### config.mk
export PLATFORM = sky130hd
export DESIGN_NAME = adc_to_bcd
export DESIGN_NICKNAME = d
export VERILOG_FILES = /design/src/rtl/adc_to_bcd.sv
export SDC_FILE = /design/constraint.sdc
export NUM_CORES = 1
export LEC_CHECK = 0
export ABC_CLOCK_PERIOD_IN_PS = 3740
export CELL_PAD_IN_SITES_DETAIL_PLACEMENT = 1
export CELL_PAD_IN_SITES_GLOBAL_PLACEMENT = 2
export CORE_MARGIN = 4
export CORE_UTILIZATION = 35
export CTS_CLUSTER_SIZE = 8
export DETAILED_ROUTE_END_ITERATION = 10
export HOLD_SLACK_MARGIN = 0.08
export PLACE_DENSITY = 0.73
export SETUP_SLACK_MARGIN = 0.1
export SKIP_CTS_REPAIR_TIMING = 1
export SLEW_MARGIN = 40
export SYNTH_ARGS = -nofsm -noshare
export SYNTH_HDL_FRONTEND = slang
export SYNTH_SLANG_ARGS = --single-unit
### constraint.sdc
create_clock -name sysclk -period 3.74 [get_ports sysclk]
set_input_delay 0.374 -clock sysclk [delete_from_list [all_inputs] [get_ports sysclk]]
set_output_delay 0.374 -clock sysclk [all_outputs]
set_load 0.01 [all_outputs]
### src/rtl/adc_to_bcd.sv
// ============================================================================
// Module      : adc_to_bcd
// Description : Scales a 10-bit ADC sample to millivolts and converts it to
//               four BCD digits with a sequential double-dabble engine.
// Revision    : 1.0 - initial release
// ============================================================================
`default_nettype none

module adc_to_bcd #(
    parameter int VREF_MV = 3300
) (
    input  logic       sysclk,
    input  logic       reset,
    input  logic       data_valid,
    input  logic [9:0] data_in,
    output logic [3:0] bcd0,
    output logic [3:0] bcd1,
    output logic [3:0] bcd2,
    output logic [3:0] bcd3,
    output logic       busy,
    output logic       done
);

    localparam logic [1:0]  ST_IDLE    = 2'd0;
    localparam logic [1:0]  ST_SCALE   = 2'd1;
    localparam logic [1:0]  ST_CONVERT = 2'd2;
    localparam logic [1:0]  ST_DONE    = 2'd3;
    localparam logic [21:0] C_VREF     = 22'(VREF_MV);
    localparam logic [3:0]  C_LAST_BIT = 4'd11;

    logic [1:0]  state_q, state_d;
    logic [9:0]  sample_q, sample_d;
    logic [27:0] shift_q, shift_d;
    logic [3:0]  cnt_q, cnt_d;
    logic [15:0] bcd_q, bcd_d;
    logic [21:0] w_product;
    logic [27:0] w_adjusted;

    // State register
    always_ff @(posedge sysclk or posedge reset) begin
        if (reset) begin
            state_q <= ST_IDLE;
        end else begin
            state_q <= state_d;
        end
    end

    // Next-state logic
    always_comb begin
        state_d = state_q;
        case (state_q)
            ST_IDLE:    if (data_valid) state_d = ST_SCALE;
            ST_SCALE:   state_d = ST_CONVERT;
            ST_CONVERT: if (cnt_q == C_LAST_BIT) state_d = ST_DONE;
            ST_DONE:    state_d = ST_IDLE;
            default:    state_d = ST_IDLE;
        endcase
    end

    // Output logic
    always_comb begin
        busy = (state_q == ST_SCALE) || (state_q == ST_CONVERT);
        done = (state_q == ST_DONE);
    end

    // Product never exceeds 22 bits since VREF_MV <= 4096 and the sample < 1024.
    always_comb begin
        w_product = {12'd0, sample_q} * C_VREF;
    end

    // Shift register layout: [27:12] BCD digits, [11:0] binary millivolts.
    always_comb begin
        w_adjusted = shift_q;
        for (int i = 0; i < 4; i++) begin
            if (shift_q[12 + 4*i +: 4] >= 4'd5) begin
                w_adjusted[12 + 4*i +: 4] = shift_q[12 + 4*i +: 4] + 4'd3;
            end
        end
    end

    always_comb begin
        sample_d = sample_q;
        shift_d  = shift_q;
        cnt_d    = cnt_q;
        bcd_d    = bcd_q;
        case (state_q)
            ST_IDLE: begin
                if (data_valid) sample_d = data_in;
            end
            ST_SCALE: begin
                shift_d = {16'd0, 12'(w_product >> 10)};
                cnt_d   = 4'd0;
            end
            ST_CONVERT: begin
                shift_d = w_adjusted << 1;
                if (cnt_q == C_LAST_BIT) begin
                    cnt_d = 4'd0;
                    bcd_d = shift_d[27:12];
                end else begin
                    cnt_d = cnt_q + 4'd1;
                end
            end
            default: ;
        endcase
    end

    always_ff @(posedge sysclk or posedge reset) begin
        if (reset) begin
            sample_q <= 10'd0;
            shift_q  <= 28'd0;
            cnt_q    <= 4'd0;
            bcd_q    <= 16'd0;
        end else begin
            sample_q <= sample_d;
            shift_q  <= shift_d;
            cnt_q    <= cnt_d;
            bcd_q    <= bcd_d;
        end
    end

    assign bcd0 = bcd_q[3:0];
    assign bcd1 = bcd_q[7:4];
    assign bcd2 = bcd_q[11:8];
    assign bcd3 = bcd_q[15:12];

endmodule

`default_nettype wire

# == Word level (Yosys, flattened, before mapping) ==
# Cells that the tools add are included.
# classes
addsub,5
mul,1
n_lt_le_gt_ge,4
n_eq_ne,6
muxes,10
n_reduce_logical,6
# ops
cell,n
one-hot mux 28 bit (2 select lines),1
multiplier 10 x 10 -> 20 bit (second input constant),1
>= comparator 4 x 3 -> 1 bit (second input constant),4
2-to-1 mux 4 bit,4
adder 4 x 2 -> 4 bit (second input constant),3
one-hot mux 2 bit (4 select lines),1
one-hot mux 4 bit (2 select lines),1
AND reduction 2 bit,3
adder 4 x 1 -> 4 bit (second input constant),1
== test 2 bit (second input constant),2
== test 4 bit (second input constant),1
2-to-1 mux 2 bit,2
adder 3 x 2 -> 3 bit (second input constant),1
2-to-1 mux 3 bit,1
== test 2 x 1 -> 1 bit (second input constant),1
logical NOT 2 bit,1
!= test 2 x 1 -> 1 bit (second input constant),1
!= test 2 bit (second input constant),1
nonzero test 2 bit,1
logical OR 1 bit,1
# word_totals
register_bits,60
in_bits,13
word_cells,37

# == Longest topological paths before layout ==
# Gate-level depths: netlist of run 1.
# depth
ltp_word,3
depth_mapped,16
mapped_depth_nobuf,16

# == Least setup slack after synthesis of run 1 ==
# No wires, ideal clock.
# synth_path
kind,register -> register
startpoint,register sample_q[0]
endpoint,register shift_q[8]
setup_ns,0.095
arrival_ns,3.954
slack_ns,-0.309
stages_incl_launch_ff,15
period_less_slack_ns,4.049
cell_sequence,dfrtp_1 > ha_1 > ha_1 > inv_1 > fa_1 > fa_1 > fa_1 > inv_1 > ha_1 > a21oi_1 > o21ai_1 > a211oi_2 > nor3_1 > o31a_1 > o31ai_1
# synth_between
elab_chain_len,2
# synth_rtl
element,line_no,rtl
"start, declared",32,"logic [9:0] sample_q, sample_d;"
"start signal, assigned",114,sample_q <= sample_d;
multiplier 10 x 10 -> 20 bit,68,"w_product = {12'd0, sample_q} * C_VREF;"
one-hot mux 28 bit (2 select lines),86,case (state_q)
"end signal, assigned",115,shift_q <= shift_d;
"end, declared",33,"logic [27:0] shift_q, shift_d;"
# Every way passes these cells.
# A chain may end at the register's enable or synchronous reset.

# == Worst setup path in the final report of run 1 ==
# layout_path
startpoint,register sample_q[4]
endpoint,register shift_q[7]
# Same word-level chain as after synthesis.

==> impl_metrics.py, run 1 <==
metrics = {
    "status": {
        "status": "finished, violations left",
        "failed_checks": "setup timing",
    },
    "final_layout": {
        "fin_cells": 739,
        "nNetsFinal": 675,
        "fin_area_sq_um": 6440,
        "diodes": 0,
        "final_cell_mix": "ha_1 (56), buf_4 (56), nand2_1 (55), dfrtp_1 (53), inv_1 (49)",
        "drive_gt1_frac": 0.295,
        "area.growth.synth_to_final_pct": 38.8,
    },
    "setup_path": {
        "cp-end-kind": "flip-flop",
        "worstSetupPathType": "flip-flop to flip-flop",
        "arrival_ns": 4.15,
        "crit_required_ns": 3.94,
        "crit_fanout": 5,
        "r2r_setup_slack_ns": -0.21,
        "cp-start-kind": "flip-flop",
    },
    "yosys": {
        "ys.flop_type": "dfrtp_1",
        "synth_area_per_cell_sq_um": 9.72,
        "syn_area_sq_um": 4640,
        "synth_enable_flop_cells": 0,
        "syn_nets": 590,
        "ys_warn_count": 0,
        "synthArstFlopShare": 1.00,
        "ys_seq_elements": 60,
        "syn_inst": 477,
        "synth_cell_types": 44,
        "ys_seq_area_frac": 0.324,
    },
    "placed_design": {
        "dpl_cell_area_sq_um": 5570,
        "placedCellCount": 712,
        "hpwl_microns": 9110,
        "portBuffers": 30,
        "gp_congestion": 0.822,
    },
    "floorplan": {
        "initial_core_util": 0.363,
        "ioPinCount": 31,
        "die_area_sq_um": 15200,
        "die_x_microns": 123,
        "die_h_microns": 123,
        "rows": 41,
        "core_sq_um": 12800,
    },
    "global_route": {
        "grt_usage": 0.163,
        "grt_max_degree": 46,
        "grt_util_met3": 0.0238,
        "use_met2": 0.291,
        "grt-ovfl-total": 0,
        "antenna_found_initial": 0,
        "grt_pass1_vias": 3978,
        "busiest_layer": "met2",
        "grt_pass1_wl_microns": 19500,
        "use_met1": 0.205,
    },
    "clock_network": {
        "cts_tree": "yes",
        "cts-buffers-inserted": 9,
        "cts.sinks": 60,
        "cts_buffer_depth": 2,
        "cts.htree.levels": 3,
        "clk_latency_ns": 0.33,
        "clk_pin_slew_ns": 0.06,
        "root_buffer": "clkbuf_16",
    },
    "timing": {
        "drv_slew": 0,
        "rsz0062_at_grt": "yes",
        "timing.final.crit_period_ns": 3.95,
        "worstMarginPinSlew_ns": 0.718,
        "finalHoldViolCount": 0,
        "min_period_over_period": 1.06,
        "max_freq_mhz": 253,
        "timing.slew.headroom": 0.522,
        "fin_skew_ns": 0.00589,
        "holdWs_ns": 0.474,
        "setup_violations": 9,
        "setup_slack_ns": -0.212,
    },
    "detailed_routing": {
        "vias": 3696,
        "route.detailed.drc": 0,
        "drt_pass1_iterations": 4,
        "wire_per_inst_microns": 16.6,
        "viasPerCell": 5.00,
        "wl_microns": 12300,
        "ant_nets": 0,
        "drt_iter0_drc": 148,
    },
    "job": {
        "maxCapViolCount": 0,
    },
    "min_path": {
        "hp-class": "primary input to async pin",
    },
}
cell type report:
type	count	area, sq um
timing repair buffer	88	743
clock inverter	6	111
fill	1372	6340
multi-input combinational	347	3400
tap	172	215
sequential	60	1510
clock buffer	10	239
inverter	56	213
Yosys cell counts (5+ instances only):
cell | count | share of area
ha_1 | 80 | 0.22
dfrtp_1 | 60 | 0.32
nand2_1 | 57 | 0.046
inv_1 | 55 | 0.045
o21ai_0 | 40 | 0.043
a21oi_1 | 23 | 0.025
fa_1 | 20 | 0.086
mux2_2 | 15 | 0.036
xnor2_1 | 14 | 0.026
o22ai_1 | 13 | 0.018
nor2_1 | 11 | 0.0089
clkbuf_1 | 10 | 0.0081
nand3_1 | 8 | 0.0086
nor3_1 | 7 | 0.0076
o21ai_1 | 7 | 0.0076
a21o_1 | 5 | 0.0081
a31oi_1 | 5 | 0.0067
o31ai_1 | 5 | 0.0081
registers in the layout (all words and copies together) (netlist names):
name / flops
shift_q: 28
bcd_q: 16
sample_q: 10
cnt_q: 4
state_q: 2
path summary, 6_finish.rpt:
path | from | to | cells past startpoint
hold / removal | reset | shift_q[25] | 2
max in group asynchronous | reset | shift_q[2] | 3
hold reg to reg | bcd_q[6] | bcd_q[6] | 2
setup / recovery | sample_q[4] | shift_q[7] | 14
min in group sysclk | bcd_q[6] | bcd_q[6] | 2
setup reg to reg | sample_q[4] | shift_q[7] | 14
cell families (layout without fill, tap and decap cells):
kind of cell	after synthesis	count (layout)	synth area share
adder cells (fa/ha/maj)	100	100	0.302
XOR/XNOR	17	17	0.0321
buffers and inverters	70	160	0.0575
multiplexers	16	16	0.0386
AO/OA/AOI/OAI	114	114	0.149
flip-flops	60	60	0.324
AND/OR/NAND/NOR	100	100	0.0971
layer usage:
layer  routed length, microns  share of wire  up-vias
li1                         -              -     1809
met1                     5470           0.45     1847
met2                     6460           0.53       32
met3                      190          0.015        8
met4                      151          0.012        0
met5                        0              0        -
metrics by stage:
step | TNS [ns] | util | setup slack [ns]
floorplan | -0.128 | - | -0.0394
global placement | -2.52 | 0.436 | -0.439
detailed placement | -3.20 | 0.436 | -0.467
CTS | -3.35 | 0.463 | -0.466
global route | -2.65 | 0.504 | -0.347
finish | -1.16 | 0.504 | -0.212
worst max-delay path, stage by stage (launching register included):
cell and delay, ns:
dfrtp_2 0.46, ha_4 0.18, ha_1 0.29, inv_2 0.05
fa_1 0.56, fa_1 0.43, fa_1 0.51, inv_2 0.05
ha_4 0.31, nand3_2 0.11, a211oi_4 0.25, o21ai_4 0.12
o21bai_1 0.21, xnor2_1 0.18, a31oi_1 0.11
Power of run 1 is not shown: default switching activity piles up to over one toggle a cycle in this logic, so the estimate is an artifact.
==> run 2, diff against run 1 <==
--- a/config.mk
+++ b/config.mk
@@ -8,7 +8,7 @@
 export ABC_CLOCK_PERIOD_IN_PS = 3740
 export CELL_PAD_IN_SITES_DETAIL_PLACEMENT = 1
 export CELL_PAD_IN_SITES_GLOBAL_PLACEMENT = 2
-export CORE_MARGIN = 4
+export CORE_MARGIN = 2
 export CORE_UTILIZATION = 35
 export CTS_CLUSTER_SIZE = 8
 export DETAILED_ROUTE_END_ITERATION = 10
==> run 2 against run 1 <==
Effect of this change:
- global-route usage increased by 0.86 points
- sequential cell count stayed put
- critical endpoint is now shift_q[8]
- hold slack got worse by 0.0042 ns
- sequential share of layout area increased by 0.32 points
- the flow still finishes with violations (setup timing)
- core utilization fell by 1.8 points
- setup slack worse by 0.019 ns
- highest routed layer unchanged
- non-clock buffer count up 1
- via count grew 0.68%
==> impl_metrics.py, run 2 (same netlist as run 1, synthesis figures left out) <==
metrics = {
    "detailed_routing": {
        "wl_microns": 12400,
        "drt_iter0_drc": 171,
        "ant_nets": 0,
        "route.detailed.drc": 0,
        "viasPerCell": 5.01,
        "wire_per_inst_microns": 16.7,
        "vias": 3721,
        "drt_pass1_iterations": 4,
    },
    "setup_path": {
        "crit_family": "adder cells",
        "rr_endpoint": "shift_q[8]",
        "cp-end-kind": "flip-flop",
        "crit_chain": "buf_4 > ha_4 > xor2_1 > ha_1 > fa_1 > fa_1 > ha_4 > ha_4 > a21oi_4 > o21ai_2 > a211oi_2 > nor3_2 > o31a_1 > o31ai_1",
        "crit_slowest_cell": "fa_1",
        "reg2reg_depth": 14,
        "worstSetupPathType": "flip-flop to flip-flop",
        "cp-start-kind": "flip-flop",
        "cp-endpoint": "shift_q[8]",
        "crit_required_ns": 3.98,
        "cp_common_cell": "ha_4",
        "cp.depth": 14,
        "crit_fanout": 4,
        "r2r_setup_slack_ns": -0.23,
        "arrival_ns": 4.21,
        "cpPeakStageDelay_ns": 0.52,
        "r2r-start": "sample_q[2]",
        "cp_num_buf_inv": 1,
        "startpoint": "sample_q[2]",
    },
    "floorplan": {
        "initial_core_util": 0.354,
        "core_sq_um": 13100,
        "die_x_microns": 119,
        "ioPinCount": 31,
        "die_h_microns": 119,
        "rows": 42,
        "die_area_sq_um": 14200,
    },
    "placed_design": {
        "hpwl_microns": 9050,
        "placedCellCount": 712,
        "gp_congestion": 0.831,
        "portBuffers": 30,
    },
    "global_route": {
        "grt_max_degree": 46,
        "antenna_found_initial": 0,
        "grt-ovfl-total": 0,
        "grt_pass1_wl_microns": 19400,
        "grt_usage": 0.172,
        "grt_pass1_vias": 3932,
    },
    "clock_network": {
        "root_buffer": "clkbuf_16",
        "clk_latency_ns": 0.34,
        "cts.sinks": 60,
        "cts_buffer_depth": 2,
        "cts.htree.levels": 3,
        "cts-buffers-inserted": 9,
        "cts_tree": "yes",
        "clk_pin_slew_ns": 0.06,
    },
    "final_layout": {
        "finish.utilization": 0.486,
        "top_regs": "shift_q x28, bcd_q x16, sample_q x10",
        "layout_commonest_cell": "ha_1",
        "area.growth.synth_to_final_pct": 37.0,
        "multi_input_area_sq_um": 3380,
        "seqCellArea_sq_um": 1510,
        "top_register": "shift_q",
        "diodes": 0,
        "final_cell_mix": "ha_1 (58), buf_4 (57), nand2_1 (55), dfrtp_1 (52), inv_1 (50)",
        "fillers": 1437,
        "drive_gt1_frac": 0.280,
        "fin_cells": 743,
        "nNetsFinal": 676,
        "largest_reg_flops": 28,
    },
    "timing": {
        "timing.final.crit_period_ns": 3.97,
        "worstMarginPinSlew_ns": 0.739,
        "max_freq_mhz": 252,
        "setup_slack_ns": -0.231,
        "fin_skew_ns": 0.00703,
        "finalHoldViolCount": 0,
        "timing.slew.headroom": 0.508,
        "drv_slew": 0,
        "setup_violations": 11,
        "min_period_over_period": 1.06,
        "rsz0062_at_grt": "yes",
    },
    "status": {
        "status": "finished, violations left",
        "failed_checks": "setup timing",
    },
    "min_path": {
        "hp-class": "primary input to async pin",
    },
    "job": {
        "maxCapViolCount": 0,
    },
}
## run 2: cell count changes in the layout (fill, tap and decap cells not counted), moves of 2 or more
cell,previous run,this run
a21oi_4,3,5
a21oi_2,4,2
o31ai_2,2,0
bufinv_16,3,1
nand3_2,3,1
clkinv_2,1,3
o21ai_0,34,36
ha_4,23,20
o21ai_1,7,4
ha_1,56,58
## run 2: metrics by stage
stage	TNS, ns	hold WS (ns)	instance area (sq um)	worst slack (ns)
finish	-1.56	0.470	6360	-0.231
global route	-3.09	0.496	6360	-0.359
CTS	-3.14	0.477	5820	-0.455
detailed placement	-2.80	0.466	5540	-0.426
global placement	-2.36	0.460	5540	-0.433
floorplan	-0.128	0.451	4760	-0.0394
## run 2: how the worst min path moves through the flow
| stage | start | end | slack (ns) | cells after the start |
|---|---|---|---|---|
| after global placement | bcd_q[7] | bcd_q[7] | 0.46 | 2 |
| after CTS | bcd_q[11] | bcd_q[11] | 0.48 | 1 |
| after floorplan | shift_q[1] | shift_q[1] | 0.45 | 1 |
| after global routing | bcd_q[11] | bcd_q[11] | 0.50 | 1 |
| after detailed placement | bcd_q[11] | bcd_q[11] | 0.47 | 1 |
| final | reset | sample_q[1] | 0.47 | 2 |
## run 2: per-layer routing
| layer | GRT usage | share of wire |
|---|---|---|
| met4 | 0.0551 | 0.015 |
| met5 | 0 | 0 |
| met1 | 0.219 | 0.44 |
| met3 | 0.0321 | 0.019 |
| met2 | 0.295 | 0.52 |
## run 2: area by class of cell
type / instances / share of cell area
clock buffers: 10 / 0.0360
clock inverters: 5 / 0.00846
inverters: 56 / 0.0335
multi-input cells: 347 / 0.531
flip-flops and latches: 60 / 0.238
well taps: 176 / 0.0346
repair buffers: 89 / 0.118
Power of run 2 is left out for the same reason.
==> run 3, diff against run 2 <==
--- a/config.mk
+++ b/config.mk
@@ -16,7 +16,7 @@
 export PLACE_DENSITY = 0.73
 export SETUP_SLACK_MARGIN = 0.1
 export SKIP_CTS_REPAIR_TIMING = 1
-export SLEW_MARGIN = 40
+export SLEW_MARGIN = 0
 export SYNTH_ARGS = -nofsm -noshare
 export SYNTH_HDL_FRONTEND = slang
 export SYNTH_SLANG_ARGS = --single-unit
==> run 3 against run 2 <==
Effect of this change:
- maximum frequency barely moved
- critical endpoint unchanged
- first-iteration DRC count decreased by 5.3%
- non-clock buffer count shrank 5
- hold slack better by 0.00091 ns
- critical path depth unchanged
- cell area decreased by 0.61%
- wire length shrank 2.1%
- highest routed layer unchanged
- the run still ends with setup timing left
- setup slack better by 0.0024 ns
==> impl_metrics.py, run 3 (same netlist as run 1, synthesis figures left out) <==
metrics = {
    "status": {
        "status": "finished, violations left",
        "failed_checks": "setup timing",
    },
    "floorplan": {
        "ioPinCount": 31,
        "die_h_microns": 119,
        "initial_core_util": 0.354,
        "die_x_microns": 119,
        "die_area_sq_um": 14200,
        "rows": 42,
        "core_sq_um": 13100,
    },
    "global_route": {
        "grt_usage": 0.172,
        "grt-ovfl-total": 0,
        "antenna_found_initial": 0,
        "grt_max_degree": 46,
        "grt_pass1_vias": 3942,
        "grt_pass1_wl_microns": 19300,
    },
    "timing": {
        "worstMarginPinSlew_ns": 0.988,
        "finalHoldViolCount": 0,
        "drv_slew": 0,
        "rsz0062_at_grt": "yes",
        "min_period_over_period": 1.06,
        "finalSetupTns_ns": -1.11,
        "max_freq_mhz": 252,
        "timing.slew.headroom": 0.340,
        "timing.final.crit_period_ns": 3.97,
        "setup_slack_ns": -0.229,
        "fin_skew_ns": 0.00653,
        "setup_violations": 10,
    },
    "placed_design": {
        "placedCellCount": 712,
        "gp_congestion": 0.831,
        "dp_worst_setup_slack_ns": -0.450,
        "hpwl_microns": 9060,
        "portBuffers": 30,
    },
    "setup_path": {
        "crit_fanout": 6,
        "cp-end-kind": "flip-flop",
        "arrival_ns": 4.21,
        "worstSetupPathType": "flip-flop to flip-flop",
        "cp-start-kind": "flip-flop",
        "crit_required_ns": 3.98,
    },
    "detailed_routing": {
        "wire_per_inst_microns": 16.5,
        "drt_iter0_drc": 162,
        "ant_nets": 0,
        "wl_microns": 12200,
        "drt_pass1_iterations": 4,
        "vias": 3714,
        "route.detailed.drc": 0,
        "viasPerCell": 5.03,
    },
    "clock_network": {
        "cts.sinks": 60,
        "cts-buffers-inserted": 9,
        "cts_tree": "yes",
        "clk_latency_ns": 0.34,
        "root_buffer": "clkbuf_16",
        "cts.htree.levels": 3,
        "clk_pin_slew_ns": 0.05,
        "cts_buffer_depth": 2,
    },
    "final_layout": {
        "final_cell_mix": "nand2_1 (56), ha_1 (56), dfrtp_1 (53), buf_4 (53), inv_1 (47)",
        "top_register": "shift_q",
        "top_regs": "shift_q x28, bcd_q x16, sample_q x10",
        "fin_cells": 738,
        "drive_gt1_frac": 0.270,
        "nNetsFinal": 671,
        "diodes": 0,
        "largest_reg_flops": 28,
        "area.growth.synth_to_final_pct": 36.2,
    },
    "job": {
        "maxCapViolCount": 0,
    },
    "min_path": {
        "hp-class": "flip-flop to flip-flop",
    },
}
## run 3: path summary, 6_finish.rpt
kind | cells after the start | to | from | slack (ns)
setup / recovery | 14 | shift_q[8] | sample_q[1] | -0.23
hold / removal | 1 | bcd_q[11] | bcd_q[11] | 0.47
setup reg to reg | 14 | shift_q[8] | sample_q[1] | -0.23
hold reg to reg | 1 | bcd_q[11] | bcd_q[11] | 0.47
max in group asynchronous | 3 | bcd_q[0] | reset | 2.33
min in group asynchronous | 2 | sample_q[7] | reset | 0.59
## run 3: stage by stage
stage / hold slack, ns / util / area, sq um
after CTS: 0.477 / 0.448 / 5860
after global placement: 0.460 / 0.423 / 5540
after floorplan: 0.451 / - / 4760
after detailed placement: 0.466 / 0.423 / 5540
final: 0.471 / 0.483 / 6320
after global routing: 0.496 / 0.483 / 6320
## run 3: area by class of cell
| class | instances | area [sq um] |
|---|---|---|
| fill | 1436 | 6770 |
| multi-input combinational | 347 | 3350 |
| sequential | 60 | 1510 |
| timing repair buffer | 84 | 709 |
| clock buffer | 11 | 243 |
| tap | 176 | 220 |
| inverter | 56 | 210 |
| clock inverter | 4 | 73.8 |
## run 3: worst max-delay path: stages, from the launching register on
cell and delay, ns:
dfrtp_2 0.46, ha_4 0.28, ha_4 0.26, inv_2 0.03, fa_1 0.49, fa_1 0.42, fa_1 0.52, inv_2 0.06
ha_4 0.25, a21oi_2 0.18, o21ai_1 0.13, a211oi_2 0.23, nor3_2 0.08, o31a_1 0.28, o31ai_1 0.19
## run 3: per-layer routing
metal / global-route usage / up-vias / share of wire
li1: - / 1812 / -
met1: 0.215 / 1859 / 0.44
met2: 0.298 / 32 / 0.53
met3: 0.0350 / 11 / 0.021
met4: 0.0551 / 0 / 0.011
met5: 0 / - / 0
Power of run 3 is left out for the same reason.
==> patch 1, RTL diff (config.mk and constraints of run 1) <==
Add an input register stage for `data_valid` and `data_in`; this delays them by one clock.
--- a/src/rtl/adc_to_bcd.sv
+++ b/src/rtl/adc_to_bcd.sv
@@ -30,2 +30,10 @@
 
+    logic data_valid_q;
+    logic [9:0] data_q;
+
+    always_ff @(posedge sysclk) begin
+        data_valid_q <= data_valid;
+        data_q       <= data_in;
+    end
+
     logic [1:0]  state_q, state_d;
@@ -51,3 +59,3 @@
         case (state_q)
-            ST_IDLE:    if (data_valid) state_d = ST_SCALE;
+            ST_IDLE:    if (data_valid_q) state_d = ST_SCALE;
             ST_SCALE:   state_d = ST_CONVERT;
@@ -87,3 +95,3 @@
             ST_IDLE: begin
-                if (data_valid) sample_d = data_in;
+                if (data_valid_q) sample_d = data_q;
             end
Formal check against the unedited RTL: not equivalent (Yosys sat finds a counterexample within 4 cycles, from zero or initial values and one cycle with reset high).
==> patch 1 against run 1 <==
The flow still finishes with violations (setup timing). Synthesized area increased by 6.2%. Cell area up 1.1%. Synthesized cell count down 0.42%. Count of clock-buffer cells in the layout is 1 higher. Sequential share of layout area up 3.1 points. Routed wire length is 4.1% lower. Highest routed layer unchanged. Sequential cell count increased by 11. Core utilization is 3.3 points lower. Setup slack improved by 0.028 ns. Via count increased by 0.46%. Maximum frequency grew 0.71%.
Power is left out: the tool's default activity adds up to more than one toggle a clock period on the data nets, which glitch-free logic cannot reach.
==> patch 1: results (changes against run 1) <==
[global_routing]
grt_pass1_vias = 4201  ; +5.6%
grt_util_met3_pct = 3.75  ; +1.4 points
use_met1_pct = 17.4  ; -3.1 points
groute.layer.met2.usage_pct = 28.2  ; -0.93 points
gr-usage-all-layers_pct = 15.5  ; -0.85 points

[synth]
seq_area_frac_synth_pct = 35.0  ; +2.6 points
syn_nets = 588  ; -0.34%
ys_top_cells_by_count = ha_1, dfrtp_1, inv_1
ys_types = 56  ; +27%

[route]
wire_per_inst_um = 15.9  ; -4.2%
drtIter0Drc = 131  ; -11%
vias_per_cell = 5.02  ; +0.32%
dr.pass1.iters = 3  ; -1
met2_length_mm = 6.31  ; -2.3%
m1WireLength_mm = 4.92  ; -10%
met3_length_um = 310  ; +63%

[outcome]
violations = setup timing
status = finished, violations left

[sta]
setup_viol = 9  ; unchanged
fin_skew_ns = 0.00592  ; +0.0000397 ns
setup_ws_ns = -0.184  ; +0.0278 ns

[layout]
n_fill_cell = 1512  ; +10%
multi_input_gates = 340  ; -2.0%
fin_nets = 668  ; -1.0%
clock_buffers = 11  ; +1
register_area_um2 = 1730  ; +15%
layout-drive-gt1-share_pct = 27.0  ; -2.5 points
n_all_inverters = 52  ; -7.1%
multi_input_area_share_pct = 51.8  ; -1.1 points

[placement]
gp_congestion = 0.821  ; -0.16%

[worst_setup_path]
cp.arrival_ns = 4.21  ; +0.06 ns
crit_fanout = 4  ; -1

[cts]
clk_latency_ns = 0.35  ; +0.02 ns

[patch 1: cell types whose count changed after synthesis, sizes merged, moves of 7 or more]
cell,run 1,this run
a21oi,23,32
nor3b,3,10
nand2,57,33
o21ai,48,39
dfxtp,0,11
and3,0,8
[patch 1: worst max-delay path: cells and delay by family (launching register included)]
family,cells,cell delay [ns]
flops,1,0.46
compound gates,3,0.49
simple gates,3,0.56
fa+ha+maj,6,2.26
buf+inv,2,0.08
[patch 1: kinds of logic after synthesis]
group	synth area share, %
xor gates and xnor gates	2.49
AOI/OAI and AO/OA	13.1
DFF	35.0
and+or+nand+nor	11.1
buffers and inverters	5.46
muxes	4.50
adders and majority gates	28.5
[patch 1: metrics by stage]
step | area, um^2 | cells | setup WS [ns] | util [%]
finish | 6510 | 740 | -0.184 | 47.1
floorplan | 5190 | 475 | -0.0818 | -
detailed placement | 5970 | 717 | -0.254 | 43.2
global placement | 5970 | 717 | -0.128 | 43.2
CTS | 6270 | 733 | -0.257 | 45.4
global route | 6510 | 740 | -0.307 | 47.1
[patch 1: path summary, 6_finish.rpt]
path | startpoint | endpoint | cells past startpoint
setup / recovery | sample_q[4]$_DFFE_PP0P_ | shift_q[10]$_DFFE_PP0P_ | 14
hold / removal | reset | shift_q[27]$_DFFE_PP0P_ | 2
setup reg to reg | sample_q[4]$_DFFE_PP0P_ | shift_q[10]$_DFFE_PP0P_ | 14
hold reg to reg | data_q[9]$_DFF_P_ | sample_q[9]$_DFFE_PP0P_ | 1
max in group asynchronous | reset | shift_q[26]$_DFFE_PP0P_ | 3
min in group sysclk | data_q[9]$_DFF_P_ | sample_q[9]$_DFFE_PP0P_ | 1
==> patch 2, RTL diff (settings of run 1) <==
Without the edit above. The parameter `VREF_MV` goes from 3300 to 2475.
--- a/src/rtl/adc_to_bcd.sv
+++ b/src/rtl/adc_to_bcd.sv
@@ -9,3 +9,3 @@
 module adc_to_bcd #(
-    parameter int VREF_MV = 3300
+    parameter int VREF_MV = 2475
 ) (
Formal check against the unedited RTL: no difference found for any inputs over 10 cycles, from zero or initial values and one cycle with reset high; that may be too few to reach the edited logic, so the function may still have changed.
==> patch 2 against run 1 <==
The run still ends with setup timing left. Die area rose by 4.9%. Synthesized area rose by 5.2%. Sequential cell count did not move. Via count rose by 2.5%. Routed wire length fell by 4.9%. Setup slack got worse by 0.31 ns. Critical path type unchanged. Cell area rose by 2.3%.
Power is left out: the tool's default activity adds up to more than one toggle a clock period on the data nets, which glitch-free logic cannot reach.
==> patch 2: results (changes against run 1) <==
[outcome]
status = finished, violations left
violations = setup timing

[placement]
io_buffers = 30  ; unchanged
numPlacedInstances = 757  ; +6.3%
place.detailed.hpwl_mm = 9.61  ; +5.5%
gp_congestion = 0.863  ; +5.0%

[synth]
syn_nets = 631  ; +6.9%
synth_area_leaders = dfrtp_1, ha_1, fa_1
synth_flop_cell = dfrtp_1
synth_adder_area_share_pct = 33.1  ; +2.9 points
ys.warnings.count = 0  ; unchanged
ys_top_cells_by_count = inv_1, ha_1, dfrtp_1
avgSynthCellArea_um2 = 9.62  ; -1.0%
synthMuxAreaShare_pct = 4.21  ; +0.35 points
async_flop_share_pct = 100  ; unchanged
ys_types = 41  ; -6.8%
synth_xor_area_share_pct = 2.69  ; -0.52 points
synth_compound_gate_area_share_pct = 13.4  ; -1.5 points
seq_area_frac_synth_pct = 30.8  ; -1.6 points

[cts]
path_clk_slew_ns = 0.06  ; about the same
htree_num_levels = 3  ; unchanged
clock_path_buffers = 2  ; unchanged
cts_root_buffer = clkbuf_16
clk_latency_ns = 0.33  ; about the same
cts_buffers = 9  ; unchanged

[sta]
fin_skew_ns = 0.00966  ; +0.00378 ns
worst_slew_pin_slew_ns = 0.658  ; -0.0600 ns
tns_ns = -4.40  ; -3.24 ns
hold_viol = 0  ; unchanged
setup_ws_ns = -0.520  ; -0.308 ns
setup_viol = 11  ; +2

[global_routing]
gr-usage-all-layers_pct = 15.8  ; -0.58 points
antenna_found_initial = 0  ; unchanged
grt_pass1_wl_mm = 20.5  ; +5.5%
grt_max_degree = 46  ; unchanged
grt_pass1_vias = 4222  ; +6.1%

[worst_setup_path]
critical_path_class = flop to flop
cp.arrival_ns = 4.52  ; +0.37 ns
rr_worst_depth = 15  ; +1
rr_endpoint = shift_q[11]$_DFFE_PP0P_
rr_startpoint = sample_q[4]$_DFFE_PP0P_
crit_fanout = 5  ; unchanged

[layout]
fin_nets = 723  ; +7.1%
largest_registers = shift_q: 28 flops, bcd_q: 16 flops, sample_q: 10 flops
layout-drive-gt1-share_pct = 26.5  ; -3.0 points
n_fill_cell = 1537  ; +12%
num_antenna_cells = 0  ; unchanged

[route]
vias_per_cell = 4.86  ; -2.8%
drtIter0Drc = 102  ; -31%
dr.pass1.iters = 6  ; +2
ant_nets = 0  ; unchanged
dr_total_vias = 3790  ; +2.5%
wire_per_inst_um = 14.9  ; -9.9%

[hold_path]
min_path_type = input pin to async pin

patch 2: layout make-up:
class	instances	area, um^2	area share, %
inverters	88	333	5.06
multi-input cells	346	3370	51.2
well taps	176	220	3.35
clock inverters	6	111	1.69
clock buffers	10	239	3.63
repair buffers	94	797	12.1
flip-flops and latches	60	1510	22.9
patch 2: worst min-delay path by stage:
stage,to,slack [ns]
2_1_floorplan,shift_q[7]$_DFFE_PP0P_,0.47
4_1_cts,shift_q[6]$_DFFE_PP0P_,0.49
3_5_place_dp,bcd_q[13]$_DFFE_PP0P_,0.48
6_report,shift_q[3]$_DFFE_PP0P_,0.46
5_1_grt,bcd_q[14]$_DFFE_PP0P_,0.51
3_3_place_gp,bcd_q[9]$_DFFE_PP0P_,0.47
patch 2: metrics by stage:
stage                     cell area [um^2]  setup WS [ns]
after CTS                             6380         -0.522
after detailed placement              6030         -0.511
after global routing                  6580         -0.676
final                                 6580         -0.520
after global placement                6030         -0.422
after floorplan                       5120         -0.297
patch 2: cells by family (layout without fill, tap and decap cells):
logic type      after synthesis  after routing
fa+ha+maj                   111            111
mux                          18             18
flops                        60             60
buf+inv                     101            198
compound gates              110            110
simple gates                 92             92
xor+xnor                     15             15
patch 2: worst max-delay path, stage by stage (launching register included):
cell     delay [ns]
dfrtp_1        0.41
ha_4           0.26
fa_1           0.50
inv_1          0.05
fa_1           0.50
inv_2          0.04
fa_1           0.49
fa_2           0.57
ha_4           0.21
a21oi_1        0.16
o21a_1         0.14
o31a_1         0.26
o21ai_2        0.10
nand2_1        0.09
mux2_4         0.30
o21ai_2        0.10
patch 2: routing by layer:
layer	track usage [%]	part of all wire [%]	vias up
met4	3.41	1.1	0
li1	-	-	1882
met1	20.7	48	1855
met3	3.34	2.2	14
met2	26.8	49	39
met5	0	0	-
